## config.mk

```make
export PLATFORM = sky130hd
export DESIGN_NAME = sc_reg_randcapture_flat
export DESIGN_NICKNAME = d
export VERILOG_FILES = /design/src/rtl/sc_reg_randcapture_if.sv /design/src/rtl/sc_reg_randcapture.sv /design/src/flat_wrapper.sv
export SDC_FILE = /design/constraint.sdc
export NUM_CORES = 1
export LEC_CHECK = 0
export ABC_AREA = 1
export ABC_CLOCK_PERIOD_IN_PS = 1400
export CAP_MARGIN = 20
export CORE_ASPECT_RATIO = 0.7
export CORE_MARGIN = 5
export CORE_UTILIZATION = 43
export DETAILED_ROUTE_END_ITERATION = 7
export GPL_ROUTABILITY_DRIVEN = 1
export HOLD_SLACK_MARGIN = 0.06
export PLACE_DENSITY = 0.74
export SYNTH_ARGS = -nofsm -noshare
export SYNTH_HDL_FRONTEND = slang
export SYNTH_SLANG_ARGS = --single-unit
export TNS_END_PERCENT = 20
```

## constraint.sdc

```tcl
create_clock -name SC_RegRANDCAPTURE_CLOCK_50 -period 1.4 [get_ports SC_RegRANDCAPTURE_CLOCK_50]
set_clock_uncertainty 0.05 [all_clocks]
set_input_delay 0.42 -clock SC_RegRANDCAPTURE_CLOCK_50 [delete_from_list [all_inputs] [get_ports SC_RegRANDCAPTURE_CLOCK_50]]
set_output_delay 0.42 -clock SC_RegRANDCAPTURE_CLOCK_50 [all_outputs]
set_load 0.01 [all_outputs]
```

## src/rtl/sc_reg_randcapture_if.sv

```systemverilog
// sc_reg_randcapture_if: random-capture request/data/handshake bundle
interface sc_reg_randcapture_if #(
  parameter int RegRANDCAPTURE_DATAWIDTH = 8
);
  logic [RegRANDCAPTURE_DATAWIDTH-1:0] SC_RegRANDCAPTURE_data_InBUS;
  logic                                SC_RegRANDCAPTURE_request_In;
  logic                                SC_RegRANDCAPTURE_ack_In;
  logic [RegRANDCAPTURE_DATAWIDTH-1:0] SC_RegRANDCAPTURE_data_OutBUS;
  logic                                SC_RegRANDCAPTURE_valid_Out;
  logic                                SC_RegRANDCAPTURE_busy_Out;
  logic                                SC_RegRANDCAPTURE_fallback_Out;
  logic [7:0]                          SC_RegRANDCAPTURE_count_OutBUS;
  modport master (
    output SC_RegRANDCAPTURE_data_InBUS, SC_RegRANDCAPTURE_request_In, SC_RegRANDCAPTURE_ack_In,
    input  SC_RegRANDCAPTURE_data_OutBUS, SC_RegRANDCAPTURE_valid_Out, SC_RegRANDCAPTURE_busy_Out,
           SC_RegRANDCAPTURE_fallback_Out, SC_RegRANDCAPTURE_count_OutBUS
  );
  modport slave (
    input  SC_RegRANDCAPTURE_data_InBUS, SC_RegRANDCAPTURE_request_In, SC_RegRANDCAPTURE_ack_In,
    output SC_RegRANDCAPTURE_data_OutBUS, SC_RegRANDCAPTURE_valid_Out, SC_RegRANDCAPTURE_busy_Out,
           SC_RegRANDCAPTURE_fallback_Out, SC_RegRANDCAPTURE_count_OutBUS
  );
endinterface

```

## src/rtl/sc_reg_randcapture.sv

```systemverilog
// sc_reg_randcapture: rejection-sampled capture of a random bus with valid/ack delivery
module sc_reg_randcapture #(
  parameter int RegRANDCAPTURE_DATAWIDTH = 8,
  parameter int RegRANDCAPTURE_LIMIT     = 200,
  parameter int RegRANDCAPTURE_MAXTRY    = 4
) (
  input logic SC_RegRANDCAPTURE_CLOCK_50,
  input logic SC_RegRANDCAPTURE_RESET_InHigh,
  sc_reg_randcapture_if.slave bus
);
  localparam int DW = RegRANDCAPTURE_DATAWIDTH;
  localparam logic [DW:0]   LIM      = (DW+1)'(RegRANDCAPTURE_LIMIT);
  localparam logic [DW-1:0] FB_VAL   = DW'(RegRANDCAPTURE_LIMIT - 1);
  localparam logic [3:0]    TRY_LAST = 4'(RegRANDCAPTURE_MAXTRY - 1);
  localparam logic [1:0] ST_IDLE   = 2'd0;
  localparam logic [1:0] ST_SAMPLE = 2'd1;
  localparam logic [1:0] ST_HOLD   = 2'd2;
  logic [1:0]    r_state;
  logic [3:0]    r_try;
  logic [DW-1:0] r_data;
  logic          r_valid;
  logic          r_busy;
  logic          r_fallback;
  logic [7:0]    r_count;
  logic          w_accept;
  logic          w_last;
  // one extra compare bit lets LIMIT = 2^DW accept every value
  assign w_accept = {1'b0, bus.SC_RegRANDCAPTURE_data_InBUS} < LIM;
  assign w_last   = r_try == TRY_LAST;
  assign bus.SC_RegRANDCAPTURE_data_OutBUS  = r_data;
  assign bus.SC_RegRANDCAPTURE_valid_Out    = r_valid;
  assign bus.SC_RegRANDCAPTURE_busy_Out     = r_busy;
  assign bus.SC_RegRANDCAPTURE_fallback_Out = r_fallback;
  assign bus.SC_RegRANDCAPTURE_count_OutBUS = r_count;
  // request/sample/hold sequencer; every output is a register updated here
  always_ff @(posedge SC_RegRANDCAPTURE_CLOCK_50 or posedge SC_RegRANDCAPTURE_RESET_InHigh) begin
    if (SC_RegRANDCAPTURE_RESET_InHigh) begin
      r_state    <= ST_IDLE;
      r_try      <= '0;
      r_data     <= '0;
      r_valid    <= 1'b0;
      r_busy     <= 1'b0;
      r_fallback <= 1'b0;
      r_count    <= '0;
    end else begin
      case (r_state)
        ST_IDLE: if (bus.SC_RegRANDCAPTURE_request_In) begin
          r_state <= ST_SAMPLE;
          r_try   <= '0;
          r_busy  <= 1'b1;
        end
        ST_SAMPLE: if (w_accept || w_last) begin
          r_data     <= w_accept ? bus.SC_RegRANDCAPTURE_data_InBUS : FB_VAL;
          r_fallback <= !w_accept;
          r_valid    <= 1'b1;
          r_busy     <= 1'b0;
          r_count    <= r_count + 8'd1;
          r_state    <= ST_HOLD;
        end else begin
          r_try <= r_try + 4'd1;
        end
        ST_HOLD: if (bus.SC_RegRANDCAPTURE_ack_In) begin
          r_valid <= 1'b0;
          r_try   <= '0;
          r_busy  <= bus.SC_RegRANDCAPTURE_request_In;
          r_state <= bus.SC_RegRANDCAPTURE_request_In ? ST_SAMPLE : ST_IDLE;
        end
        default: r_state <= ST_IDLE;
      endcase
    end
  end
endmodule

```

## src/flat_wrapper.sv

```systemverilog
// flat-port wrapper written by rule: the top's interface ports become plain ports
module sc_reg_randcapture_flat 
#(
  parameter int RegRANDCAPTURE_DATAWIDTH = 8,
  parameter int RegRANDCAPTURE_LIMIT     = 200,
  parameter int RegRANDCAPTURE_MAXTRY    = 4
)
  (SC_RegRANDCAPTURE_CLOCK_50, SC_RegRANDCAPTURE_RESET_InHigh, bus_SC_RegRANDCAPTURE_data_InBUS, bus_SC_RegRANDCAPTURE_request_In, bus_SC_RegRANDCAPTURE_ack_In, bus_SC_RegRANDCAPTURE_data_OutBUS, bus_SC_RegRANDCAPTURE_valid_Out, bus_SC_RegRANDCAPTURE_busy_Out, bus_SC_RegRANDCAPTURE_fallback_Out, bus_SC_RegRANDCAPTURE_count_OutBUS);
  sc_reg_randcapture_if #(.RegRANDCAPTURE_DATAWIDTH(RegRANDCAPTURE_DATAWIDTH)) bus_i ();
  input logic SC_RegRANDCAPTURE_CLOCK_50;
  input logic SC_RegRANDCAPTURE_RESET_InHigh;
  input wire logic [$bits(bus_i.SC_RegRANDCAPTURE_data_InBUS)-1:0] bus_SC_RegRANDCAPTURE_data_InBUS;
  input wire logic [$bits(bus_i.SC_RegRANDCAPTURE_request_In)-1:0] bus_SC_RegRANDCAPTURE_request_In;
  input wire logic [$bits(bus_i.SC_RegRANDCAPTURE_ack_In)-1:0] bus_SC_RegRANDCAPTURE_ack_In;
  output wire logic [$bits(bus_i.SC_RegRANDCAPTURE_data_OutBUS)-1:0] bus_SC_RegRANDCAPTURE_data_OutBUS;
  output wire logic [$bits(bus_i.SC_RegRANDCAPTURE_valid_Out)-1:0] bus_SC_RegRANDCAPTURE_valid_Out;
  output wire logic [$bits(bus_i.SC_RegRANDCAPTURE_busy_Out)-1:0] bus_SC_RegRANDCAPTURE_busy_Out;
  output wire logic [$bits(bus_i.SC_RegRANDCAPTURE_fallback_Out)-1:0] bus_SC_RegRANDCAPTURE_fallback_Out;
  output wire logic [$bits(bus_i.SC_RegRANDCAPTURE_count_OutBUS)-1:0] bus_SC_RegRANDCAPTURE_count_OutBUS;
  assign bus_i.SC_RegRANDCAPTURE_data_InBUS = bus_SC_RegRANDCAPTURE_data_InBUS;
  assign bus_i.SC_RegRANDCAPTURE_request_In = bus_SC_RegRANDCAPTURE_request_In;
  assign bus_i.SC_RegRANDCAPTURE_ack_In = bus_SC_RegRANDCAPTURE_ack_In;
  assign bus_SC_RegRANDCAPTURE_data_OutBUS = bus_i.SC_RegRANDCAPTURE_data_OutBUS;
  assign bus_SC_RegRANDCAPTURE_valid_Out = bus_i.SC_RegRANDCAPTURE_valid_Out;
  assign bus_SC_RegRANDCAPTURE_busy_Out = bus_i.SC_RegRANDCAPTURE_busy_Out;
  assign bus_SC_RegRANDCAPTURE_fallback_Out = bus_i.SC_RegRANDCAPTURE_fallback_Out;
  assign bus_SC_RegRANDCAPTURE_count_OutBUS = bus_i.SC_RegRANDCAPTURE_count_OutBUS;
  sc_reg_randcapture #(.RegRANDCAPTURE_DATAWIDTH(RegRANDCAPTURE_DATAWIDTH), .RegRANDCAPTURE_LIMIT(RegRANDCAPTURE_LIMIT), .RegRANDCAPTURE_MAXTRY(RegRANDCAPTURE_MAXTRY)) u_core (.SC_RegRANDCAPTURE_CLOCK_50(SC_RegRANDCAPTURE_CLOCK_50), .SC_RegRANDCAPTURE_RESET_InHigh(SC_RegRANDCAPTURE_RESET_InHigh), .bus(bus_i));
endmodule
```

==> results of run 1 <==
==> through the flow <==
stage / cell area, µm² / setup slack [ps] / instances / power [mW]
2_1_floorplan: 1260 / 69.36 / 167 / 1.703
3_3_place_gp: 1740 / -328.3 / 250 / 2.389
3_5_place_dp: 1740 / -391.4 / 250 / 2.436
4_1_cts: 1836 / 4.289 / 259 / 2.825
5_1_grt: 1837 / -13.21 / 259 / 3.007
6_report: 1837 / 30.25 / 259 / 2.796
==> registers in the layout, indices dropped and copies added (netlist names) <==
signal,cells
u_core.r_try,4
u_core.bus.SC_RegRANDCAPTURE_count_OutBUS,8
u_core.bus.SC_RegRANDCAPTURE_busy_Out,1
u_core.bus.SC_RegRANDCAPTURE_data_OutBUS,8
u_core.bus.SC_RegRANDCAPTURE_valid_Out,1
u_core.r_state,2
u_core.bus.SC_RegRANDCAPTURE_fallback_Out,1
==> cells in the final DEF, fill, tap and decap left out, types with 3 or more instances in the layout <==
cell type        Yosys  layout
nand2_1             76      69
nand4_1              4       4
nand3_1              8       7
buf_6                2       3
clkbuf_8             0       3
dfrtp_1             25      25
clkbuf_2             0       8
clkdlybuf4s50_1      0       5
inv_2                2       3
buf_4                0      21
dlygate4sd2_1        0       4
o21ai_0              7       6
inv_1               21      20
nand2_2              0       6
xor2_1               3       3
clkdlybuf4s15_1      0      11
nor2_1              10       9
==> final timing paths <==
kind                                                                         start                                                       end  depth (start not counted)
max reg2reg                                          u_core.r_state[1]$_DFFE_PP0P_                               u_core.r_try[3]$_DFFE_PP0P_                          8
max in group asynchronous                           SC_RegRANDCAPTURE_RESET_InHigh  u_core.bus.SC_RegRANDCAPTURE_count_OutBUS[2]$_DFFE_PP0P_                          3
min reg2reg                u_core.bus.SC_RegRANDCAPTURE_data_OutBUS[3]$_DFFE_PP0P_   u_core.bus.SC_RegRANDCAPTURE_data_OutBUS[3]$_DFFE_PP0P_                          2
min in group asynchronous                           SC_RegRANDCAPTURE_RESET_InHigh  u_core.bus.SC_RegRANDCAPTURE_count_OutBUS[7]$_DFFE_PP0P_                          3
max                                               bus_SC_RegRANDCAPTURE_request_In                               u_core.r_try[2]$_DFFE_PP0P_                          7
min                                            bus_SC_RegRANDCAPTURE_data_InBUS[3]   u_core.bus.SC_RegRANDCAPTURE_data_OutBUS[3]$_DFFE_PP0P_                          3
==> area by class of cell <==
| class | count | area [µm²] | share of cell area |
|---|---|---|---|
| inverter | 23 | 86.33 | 0.04700 |
| tap | 36 | 45.04 | 0.02452 |
| multi-input combinational | 116 | 563.0 | 0.3065 |
| sequential | 25 | 625.6 | 0.3406 |
| clock buffer | 4 | 45.04 | 0.02452 |
| timing repair buffer | 55 | 471.7 | 0.2568 |
==> kinds of logic after synthesis <==
logic type	count (synthesis)
DFF	25
buffers and inverters	26
adders and majority gates	2
xor gates and xnor gates	5
AOI/OAI and AO/OA	8
and+or+nand+nor	101
==> worst register-to-register path, cell delays in order (launching register included) <==
cell and delay, ps:
dfrtp_1 430, inv_2 60, nor2_1 200, nand2_2 90, nand2_2 90, nor2_4 50
buf_4 130, nand3_1 70, nand2_1 50
==> per-layer routing <==
metal / up-vias / share of wire / routed length [µm] / GRT usage
met5: - / 0 / 0 / 0
met4: 0 / 0.015 / 51 / 0.05330
met3: 6 / 0.062 / 204 / 0.05072
met2: 46 / 0.48 / 1589 / 0.2979
met1: 562 / 0.44 / 1460 / 0.2140
li1: 624 / - / - / -
==> repair_timing <==
item | in CTS | in global routing
resized for setup | 52 | 20
gates cloned | 2 | 0
buffers inserted | 3 | 0
setup endpoints to repair | 42 | 32
pin swaps | 5 | 3
==> power groups by stage <==
stage,Sequential [mW],Clock (mW),Combinational [mW]
floorplan,1.23,0,0.476
global placement,1.10,0,1.29
detailed placement,1.11,0,1.33
CTS,1.10,0.438,1.28
global route,1.14,0.458,1.41
finish,1.11,0.424,1.26
==> Yosys cell counts, drive strengths merged <==
library cell and instances:
nand2 76, dfrtp 25, inv 23, nor2 11, nand3 8, o21ai 7
nand4 4, buf 3, xor2 3, ha 2, nand3b 2, xnor2 2
o211ai 1
==> impl_metrics.json, run 1 <==
{
  "status": "finished clean",
  "maxSlewViolCount": 0,
  "grt-ovfl-total": 0,
  "gp_congestion": 0.8066,
  "clock.fmax_mhz": 730.1,
  "routedWlPerCell_um": 12.76,
  "hp-class": "in -> reg",
  "via_per_inst": 4.780,
  "netlist_instances": 167,
  "die_area_um2": 4130,
  "synth_top_area_cell": "dfrtp_1",
  "syn_nets": 181,
  "fp.dieW_um": 74.70,
  "pwr-share-comb": 0.452,
  "p_sw_mw": 1.045,
  "synth-xor-area-share": 0.03476,
  "syn_to_final_growth_pct": 45.78,
  "cts.htree.levels": 1,
  "synth.avg_cell_area_um2": 7.545,
  "placement.io_buffers": 30,
  "postLayoutCoreUtil": 0.6554,
  "ys_warn_count": 0,
  "crit_family": "simple AND/OR/NAND/NOR gates",
  "antenna_found_initial": 0,
  "fin_tns_setup_ps": 0,
  "fillers": 240,
  "worstSetupPathType": "in -> reg",
  "track_usage": 0.1761,
  "yosys.area_share.simple": 0.3247,
  "drt-pass1-iter-count": 4,
  "whs_ps": 378.5,
  "synth_top_family_by_area": "simple AND/OR/NAND/NOR gates",
  "hold_buffers": 0,
  "finalHoldViolations": 0,
  "crit_path_end_kind": "flop",
  "yosys-mux-area-fraction": 0,
  "ir_drop_mv": 0.7579,
  "cts_tree": "built",
  "drtAntennaViolNets": 0,
  "p_leak_nw": 1.047,
  "ios": 31,
  "cts_root_buf": "clkbuf_8",
  "drt_iter0_drc": 49,
  "critPathMaxFanout": 4,
  "core_um2": 2803,
  "power_frac_seq": 0.396,
  "start_util": 0.4496,
  "synth_top_area_share": 0.4965,
  "cpPeakStageDelay_ps": 480,
  "tightestPinTransition_ps": 229.5,
  "reg2reg_setup_slack_ps": 60,
  "cts_made_buffers": 3,
  "nets": 238,
  "synth_compound_area_frac": 0.03376,
  "arrival_ps": 1480,
  "fin_crit_sh": 0.9784,
  "critPathSlowestCell": "clkdlybuf4s50_1",
  "drt_wl_total_um": 3306,
  "swShare": 0.3736,
  "ys_seq_area_frac": 0.4965,
  "antenna_cells": 0,
  "fin_crit_ps": 1370,
  "max_slew_margin": 0.8464,
  "setup_viol": 0,
  "via_count": 1238,
  "hpwl_um": 2369,
  "power.internal_mw": 1.751,
  "clk_latency_ps": 270,
  "synth_area_leaders": "dfrtp_1 (50%), nand2_1 (23%), inv_1 (6.3%)",
  "grt_pass1_vias": 1299,
  "clockBufferDepth": 2,
  "path_cells": "clkdlybuf4s50_1 > nand3b_1 > nand2_2 > nor2_4 > nand2_2 > nand2_1 > nand2_1",
  "path_clk_slew_ps": 90,
  "cts_sinks": 25,
  "ys_types": 16,
  "yosys_register_bits": 25,
  "cp.required_ps": 1510,
  "core.rowCount": 16,
  "synth_area_um2": 1260,
  "critical_path.n_buffers_inverters": 1,
  "die_height_um": 55.29,
  "grt_pass1_wl_um": 5644,
  "startpoint_type": "input pin",
  "power_density_nw_per_um2": 1522,
  "drv_cap": 0,
  "synthAdderAreaFrac": 0.01986,
  "drive_gt1_frac": 0.2242,
  "clkPwrFrac": 0.152,
  "grt_max_degree": 26,
  "drc": 0
}
(Power assumes the default switching activity.)
==> run 2, diff against run 1 <==
Settings changed: ABC_AREA 1 to not set, CORE_UTILIZATION 43 to 44, PLACE_DENSITY 0.74 to not set, PLACE_DENSITY_LB_ADDON set to 0.15.
==> impl_metrics.json, run 2 <==
{
  "status": "finished with violations",
  "failed_checks": "negative setup slack",
  "cpPeakStageDelay_ps": 480,
  "grt_max_degree": 26,
  "critPathMaxFanout": 8,
  "ys_seq_area_frac": 0.4878,
  "syn_to_final_growth_pct": 57.56,
  "whs_path_depth": 1,
  "nets": 197,
  "swShare": 0.3715,
  "power.internal_mw": 2.175,
  "cts_made_buffers": 3,
  "clockBufferDepth": 2,
  "gp_congestion": 0.8817,
  "ios": 31,
  "ys_warn_count": 0,
  "p_leak_nw": 0.8925,
  "rsz0062_at_grt": "true",
  "core_um2": 2803,
  "via_per_inst": 5.372,
  "clk_latency_ps": 270,
  "reg2reg_to": "u_core.bus.SC_RegRANDCAPTURE_count_OutBUS[1]$_DFFE_PP0P_",
  "fp.dieW_um": 74.53,
  "drt_iter0_drc": 45,
  "hp-class": "reg -> reg",
  "synthTopCellsByCount": "dfrtp_1 (25), nand2_1 (7), inv_1 (6)",
  "drive_gt1_frac": 0.4231,
  "cp.required_ps": 1510,
  "cts.htree.levels": 1,
  "antenna_found_initial": 0,
  "setup_viol": 23,
  "placement.io_buffers": 30,
  "grt_pass1_wl_um": 5830,
  "reg2reg_setup_slack_ps": -360,
  "track_usage": 0.1918,
  "ys_types": 37,
  "max_slew_margin": 0.8183,
  "routedWlPerCell_um": 16.12,
  "antenna_cells": 0,
  "synthFlopType": "dfrtp_1",
  "cts_tree": "built",
  "drt-pass1-iter-count": 4,
  "fin_tns_setup_ps": -5283,
  "layout_common_cells": "buf_4 (36), dfrtp_1 (25), clkdlybuf4s15_1 (11), clkbuf_2 (8), nand2_1 (7)",
  "fin_crit_ps": 1759,
  "cts_root_buf": "clkbuf_8",
  "async_flop_share": 1.000,
  "drv_cap": 0,
  "grt-ovfl-total": 0,
  "worstSetupPathType": "reg -> reg",
  "tightestPinTransition_ps": 272.6,
  "power_density_nw_per_um2": 1713,
  "die_height_um": 55.17,
  "stdcell_area_um2": 2021,
  "core.rowCount": 16,
  "timing.rr.start": "u_core.r_try[0]$_DFFE_PP0P_",
  "crit_path_end_kind": "flop",
  "crit_start": "u_core.r_try[0]$_DFFE_PP0P_",
  "power_frac_seq": 0.341,
  "drc": 0,
  "critPathSlowestCell": "or3b_4",
  "yosysMostFrequentCell": "dfrtp_1",
  "ir_drop_mv": 1.171,
  "pwr-share-comb": 0.536,
  "path_cells": "ha_2 > or3b_4 > a21oi_4 > mux2_4",
  "yosys_register_bits": 25,
  "place_ws_ps": -747.7,
  "clkPwrFrac": 0.123,
  "place_area_um2": 1888,
  "syn_nets": 124,
  "synth_area_leaders": "dfrtp_1 (49%), a2111oi_4 (6.4%), o22a_1 (2.7%)",
  "synth_top_area_share": 0.4878,
  "synth.avg_cell_area_um2": 11.66,
  "maxSlewViolCount": 0,
  "synth_top_area_cell": "dfrtp_1",
  "final_common_cell": "buf_4",
  "cts_sinks": 25,
  "arrival_ps": 1870,
  "startpoint_type": "flop",
  "r2r_cells": 4,
  "start_util": 0.4576,
  "path_clk_slew_ps": 90,
  "finalHoldViolations": 0,
  "min_from": "u_core.bus.SC_RegRANDCAPTURE_count_OutBUS[7]$_DFFE_PP0P_",
  "whs_endpoint": "u_core.bus.SC_RegRANDCAPTURE_count_OutBUS[7]$_DFFE_PP0P_",
  "die_area_um2": 4112,
  "grt_pass1_vias": 1200,
  "drt_wl_total_um": 3515,
  "hpwl_um": 2679,
  "via_count": 1171,
  "synth_area_um2": 1282,
  "clock.fmax_mhz": 568.4,
  "netlist_instances": 110,
  "fin_crit_sh": 1.257,
  "p_sw_mw": 1.286,
  "setup_ws_ps": -359.4,
  "synth_edf_count": 0,
  "drtAntennaViolNets": 0
}
==> run 2: changes by cell type after synthesis, sizes merged, moves of 3 or more <==
cell,before,now
a21oi,0,5
mux2,0,3
a2111oi,0,3
inv,23,6
o22a,0,4
nand3,8,4
a31oi,0,4
nor2,11,2
and3,0,3
nand2b,0,3
nand2,76,7
==> run 2: layout make-up <==
| cell class | instances | area [µm²] |
|---|---|---|
| fillers | 219 | 782.0 |
| multi-input cells | 75 | 681.9 |
| flip-flops and latches | 25 | 625.6 |
| repair buffers | 72 | 600.6 |
| clock buffers | 4 | 45.04 |
| well taps | 36 | 45.04 |
| inverters | 6 | 22.52 |
==> run 2: metal layers <==
metal | share of wire | routed length [µm] | global-route usage | vias to the layer above
li1 | - | - | - | 557
met3 | 0.046 | 161 | 0.04693 | 4
met5 | 0 | 0 | 0 | -
met4 | 0.0088 | 31 | 0.03254 | 0
met2 | 0.50 | 1753 | 0.3338 | 36
met1 | 0.45 | 1568 | 0.2486 | 574
==> run 2: power by group through the flow <==
stage | Sequential, mW | Combinational (mW) | Clock, mW
4_1_cts | 1.18 | 1.86 | 0.441
2_1_floorplan | 1.35 | 0.685 | 0
5_1_grt | 1.22 | 2.01 | 0.468
3_3_place_gp | 1.17 | 1.85 | 0
6_report | 1.18 | 1.86 | 0.425
3_5_place_dp | 1.19 | 1.90 | 0
==> run 2: kinds of logic (layout without fill, tap and decap cells) <==
kind of cell             after synthesis  in the layout  share of synthesized area
XOR/XNOR                               7              7                    0.04781
multiplexers                           3              3                    0.02634
buffers and inverters                 10             82                    0.04682
adder cells (fa/ha/maj)                2              2                    0.01951
flip-flops                            25             25                     0.4878
AND/OR/NAND/NOR                       31             31                     0.1376
AO/OA/AOI/OAI                         32             32                     0.2342
==> run 2: how the worst max path moves through the flow <==
stage	end	slack, ps	cells past startpoint
global placement	u_core.bus.SC_RegRANDCAPTURE_count_OutBUS[1]$_DFFE_PP0P_	-710	4
floorplan	u_core.bus.SC_RegRANDCAPTURE_count_OutBUS[1]$_DFFE_PP0P_	-280	4
CTS	u_core.bus.SC_RegRANDCAPTURE_data_OutBUS[7]$_DFFE_PP0P_	-380	4
finish	u_core.bus.SC_RegRANDCAPTURE_count_OutBUS[1]$_DFFE_PP0P_	-360	4
detailed placement	u_core.bus.SC_RegRANDCAPTURE_data_OutBUS[7]$_DFFE_PP0P_	-750	4
global route	u_core.bus.SC_RegRANDCAPTURE_count_OutBUS[1]$_DFFE_PP0P_	-420	4
==> run 2: what timing repair did <==
action	in CTS	in global routing
pin swaps	8	11
buffers inserted	3	3
hold buffers	0	0
endpoints found under the setup margin	44	33
resized for setup	66	13
cloned	0	0
==> run 2: stage by stage <==
step | hold WS (ps) | instances | power [mW] | util
2_1_floorplan | 397.3 | 110 | 2.034 | -
4_1_cts | 421.6 | 215 | 3.482 | 0.7228
3_3_place_gp | 407.4 | 208 | 3.027 | 0.6737
5_1_grt | 432.1 | 218 | 3.692 | 0.7210
3_5_place_dp | 409.6 | 208 | 3.094 | 0.6737
6_report | 419.9 | 218 | 3.460 | 0.7210
==> run 2: critical path, delay by kind of cell, from the launching register on <==
| family | cells | cell delay [ps] |
|---|---|---|
| flip-flops | 1 | 360 |
| AO/OA/AOI/OAI | 1 | 250 |
| multiplexers | 1 | 320 |
| AND/OR/NAND/NOR | 1 | 480 |
| adder cells (fa/ha/maj) | 1 | 180 |
==> run 3, diff against run 2 <==
Settings changed: CORE_UTILIZATION 44 to 40.
==> impl_metrics.json, run 3 (same netlist as run 2, synthesis figures left out) <==
{
  "critPathMaxFanout": 7,
  "multi_input_comb_area_um2": 691.9,
  "max_slew_margin": 0.6970,
  "core_um2": 3105,
  "maxSlewViolCount": 0,
  "start_util": 0.4130,
  "cts_tree": "built",
  "fin_cells": 216,
  "via_count": 1132,
  "tightestPinTransition_ps": 453.6,
  "syn_to_final_growth_pct": 56.29,
  "final_common_cell": "buf_4",
  "cp.required_ps": 1510,
  "grt_pass1_wl_um": 5775,
  "track_usage": 0.1602,
  "drc": 0,
  "fillers": 257,
  "setup_viol": 25,
  "hp-class": "in -> async",
  "fin_crit_ps": 1762,
  "path_clk_slew_ps": 80,
  "drt-pass1-iter-count": 4,
  "crit_path_end_kind": "flop",
  "postLayoutCoreUtil": 0.6454,
  "failed_checks": "negative setup slack",
  "layout_common_cells": "buf_4 (32), dfrtp_1 (25), clkdlybuf4s15_1 (12), nand2_1 (7), clkbuf_2 (7)",
  "clockBufferDepth": 2,
  "antenna_found_initial": 0,
  "cts_root_buf": "clkbuf_8",
  "drtAntennaViolNets": 0,
  "power.total_mw": 3.422,
  "arrival_ps": 1870,
  "ir_drop_mv": 0.8400,
  "grt_max_degree": 26,
  "clock.fmax_mhz": 567.5,
  "gp_congestion": 0.8639,
  "setup_ws_ps": -362.1,
  "die_area_um2": 4457,
  "nets": 193,
  "grt-ovfl-total": 0,
  "fin_tns_setup_ps": -4728,
  "clk_latency_ps": 270,
  "worstSetupPathType": "reg -> reg",
  "grt_pass1_vias": 1226,
  "fp.dieW_um": 77.68,
  "die_height_um": 57.38,
  "drt_wl_total_um": 3382,
  "core.rowCount": 17,
  "rsz0062_at_grt": "true",
  "regArea_um2": 625.6,
  "startpoint_type": "flop",
  "power_density_nw_per_um2": 1707,
  "status": "finished with violations",
  "hpwl_um": 2433,
  "cts_made_buffers": 3,
  "fin_crit_sh": 1.259,
  "p_leak_nw": 0.8745,
  "routedWlPerCell_um": 15.66,
  "drv_cap": 0,
  "dp.cells": 210,
  "ios": 31,
  "drt_iter0_drc": 27,
  "cts_sinks": 25,
  "placement.io_buffers": 30,
  "cts.htree.levels": 1,
  "finalHoldViolations": 0,
  "via_per_inst": 5.241,
  "drive_gt1_frac": 0.3933,
  "antenna_cells": 0
}
==> run 3: where the power goes <==
part / switching (mW) / total (mW) / internal (mW)
logic: 0.880 / 1.84 / 0.956
clock network: 0.223 / 0.427 / 0.204
registers: 0.157 / 1.16 / 1.00
==> run 3: through the flow <==
| step | instance area, µm² | setup WS (ps) | hold slack, ps |
|---|---|---|---|
| 2_1_floorplan | 1301 | -281.5 | 397.3 |
| 3_3_place_gp | 1891 | -729.7 | 404.4 |
| 3_5_place_dp | 1891 | -794.3 | 417.4 |
| 4_1_cts | 1999 | -391.7 | 424.2 |
| 5_1_grt | 2004 | -429.0 | 445.7 |
| 6_report | 2004 | -362.1 | 418.6 |
==> run 3: area by class of cell <==
cell class,instances,area share
sequential,25,0.3121
timing repair buffer,68,0.2853
clock buffer,4,0.02247
inverter,6,0.01124
tap,38,0.02372
multi-input combinational,75,0.3452
==> run 3: metal layers <==
layer  vias to the layer above  wire length, µm  track usage
met5                         -                0            0
met4                         0               51      0.04412
met3                         6              189      0.04101
met2                        31             1633       0.2699
met1                       549             1506       0.2043
li1                        546                -            -
==> run 3: worst max-delay path, stage by stage (launching register included) <==
cell	delay [ps]
dfrtp_1	360
ha_2	180
or3b_4	480
a21oi_4	250
mux2_4	320
==> run 3: worst paths after layout <==
path	from	end	slack, ps	cells after the start
hold reg to reg	u_core.bus.SC_RegRANDCAPTURE_count_OutBUS[7]$_DFFE_PP0P_	u_core.bus.SC_RegRANDCAPTURE_count_OutBUS[7]$_DFFE_PP0P_	420	1
hold / removal	SC_RegRANDCAPTURE_RESET_InHigh	u_core.bus.SC_RegRANDCAPTURE_data_OutBUS[0]$_DFFE_PP0P_	420	3
setup reg to reg	u_core.r_try[1]$_DFFE_PP0P_	u_core.bus.SC_RegRANDCAPTURE_count_OutBUS[1]$_DFFE_PP0P_	-360	4
setup / recovery	u_core.r_try[1]$_DFFE_PP0P_	u_core.bus.SC_RegRANDCAPTURE_count_OutBUS[1]$_DFFE_PP0P_	-360	4
min in group SC_RegRANDCAPTURE_CLOCK_50	u_core.bus.SC_RegRANDCAPTURE_count_OutBUS[7]$_DFFE_PP0P_	u_core.bus.SC_RegRANDCAPTURE_count_OutBUS[7]$_DFFE_PP0P_	420	1
max in group asynchronous	SC_RegRANDCAPTURE_RESET_InHigh	u_core.bus.SC_RegRANDCAPTURE_count_OutBUS[6]$_DFFE_PP0P_	730	3
==> run 3: what timing repair did <==
action / 4_1_cts / 5_1_grt
hold buffers: 0 / 0
gates resized for setup: 59 / 15
setup endpoints to repair: 44 / 32
pin swaps: 8 / 9
setup buffers: 2 / 0
endpoints found under the hold margin: 0 / 0
cloned: 0 / 0
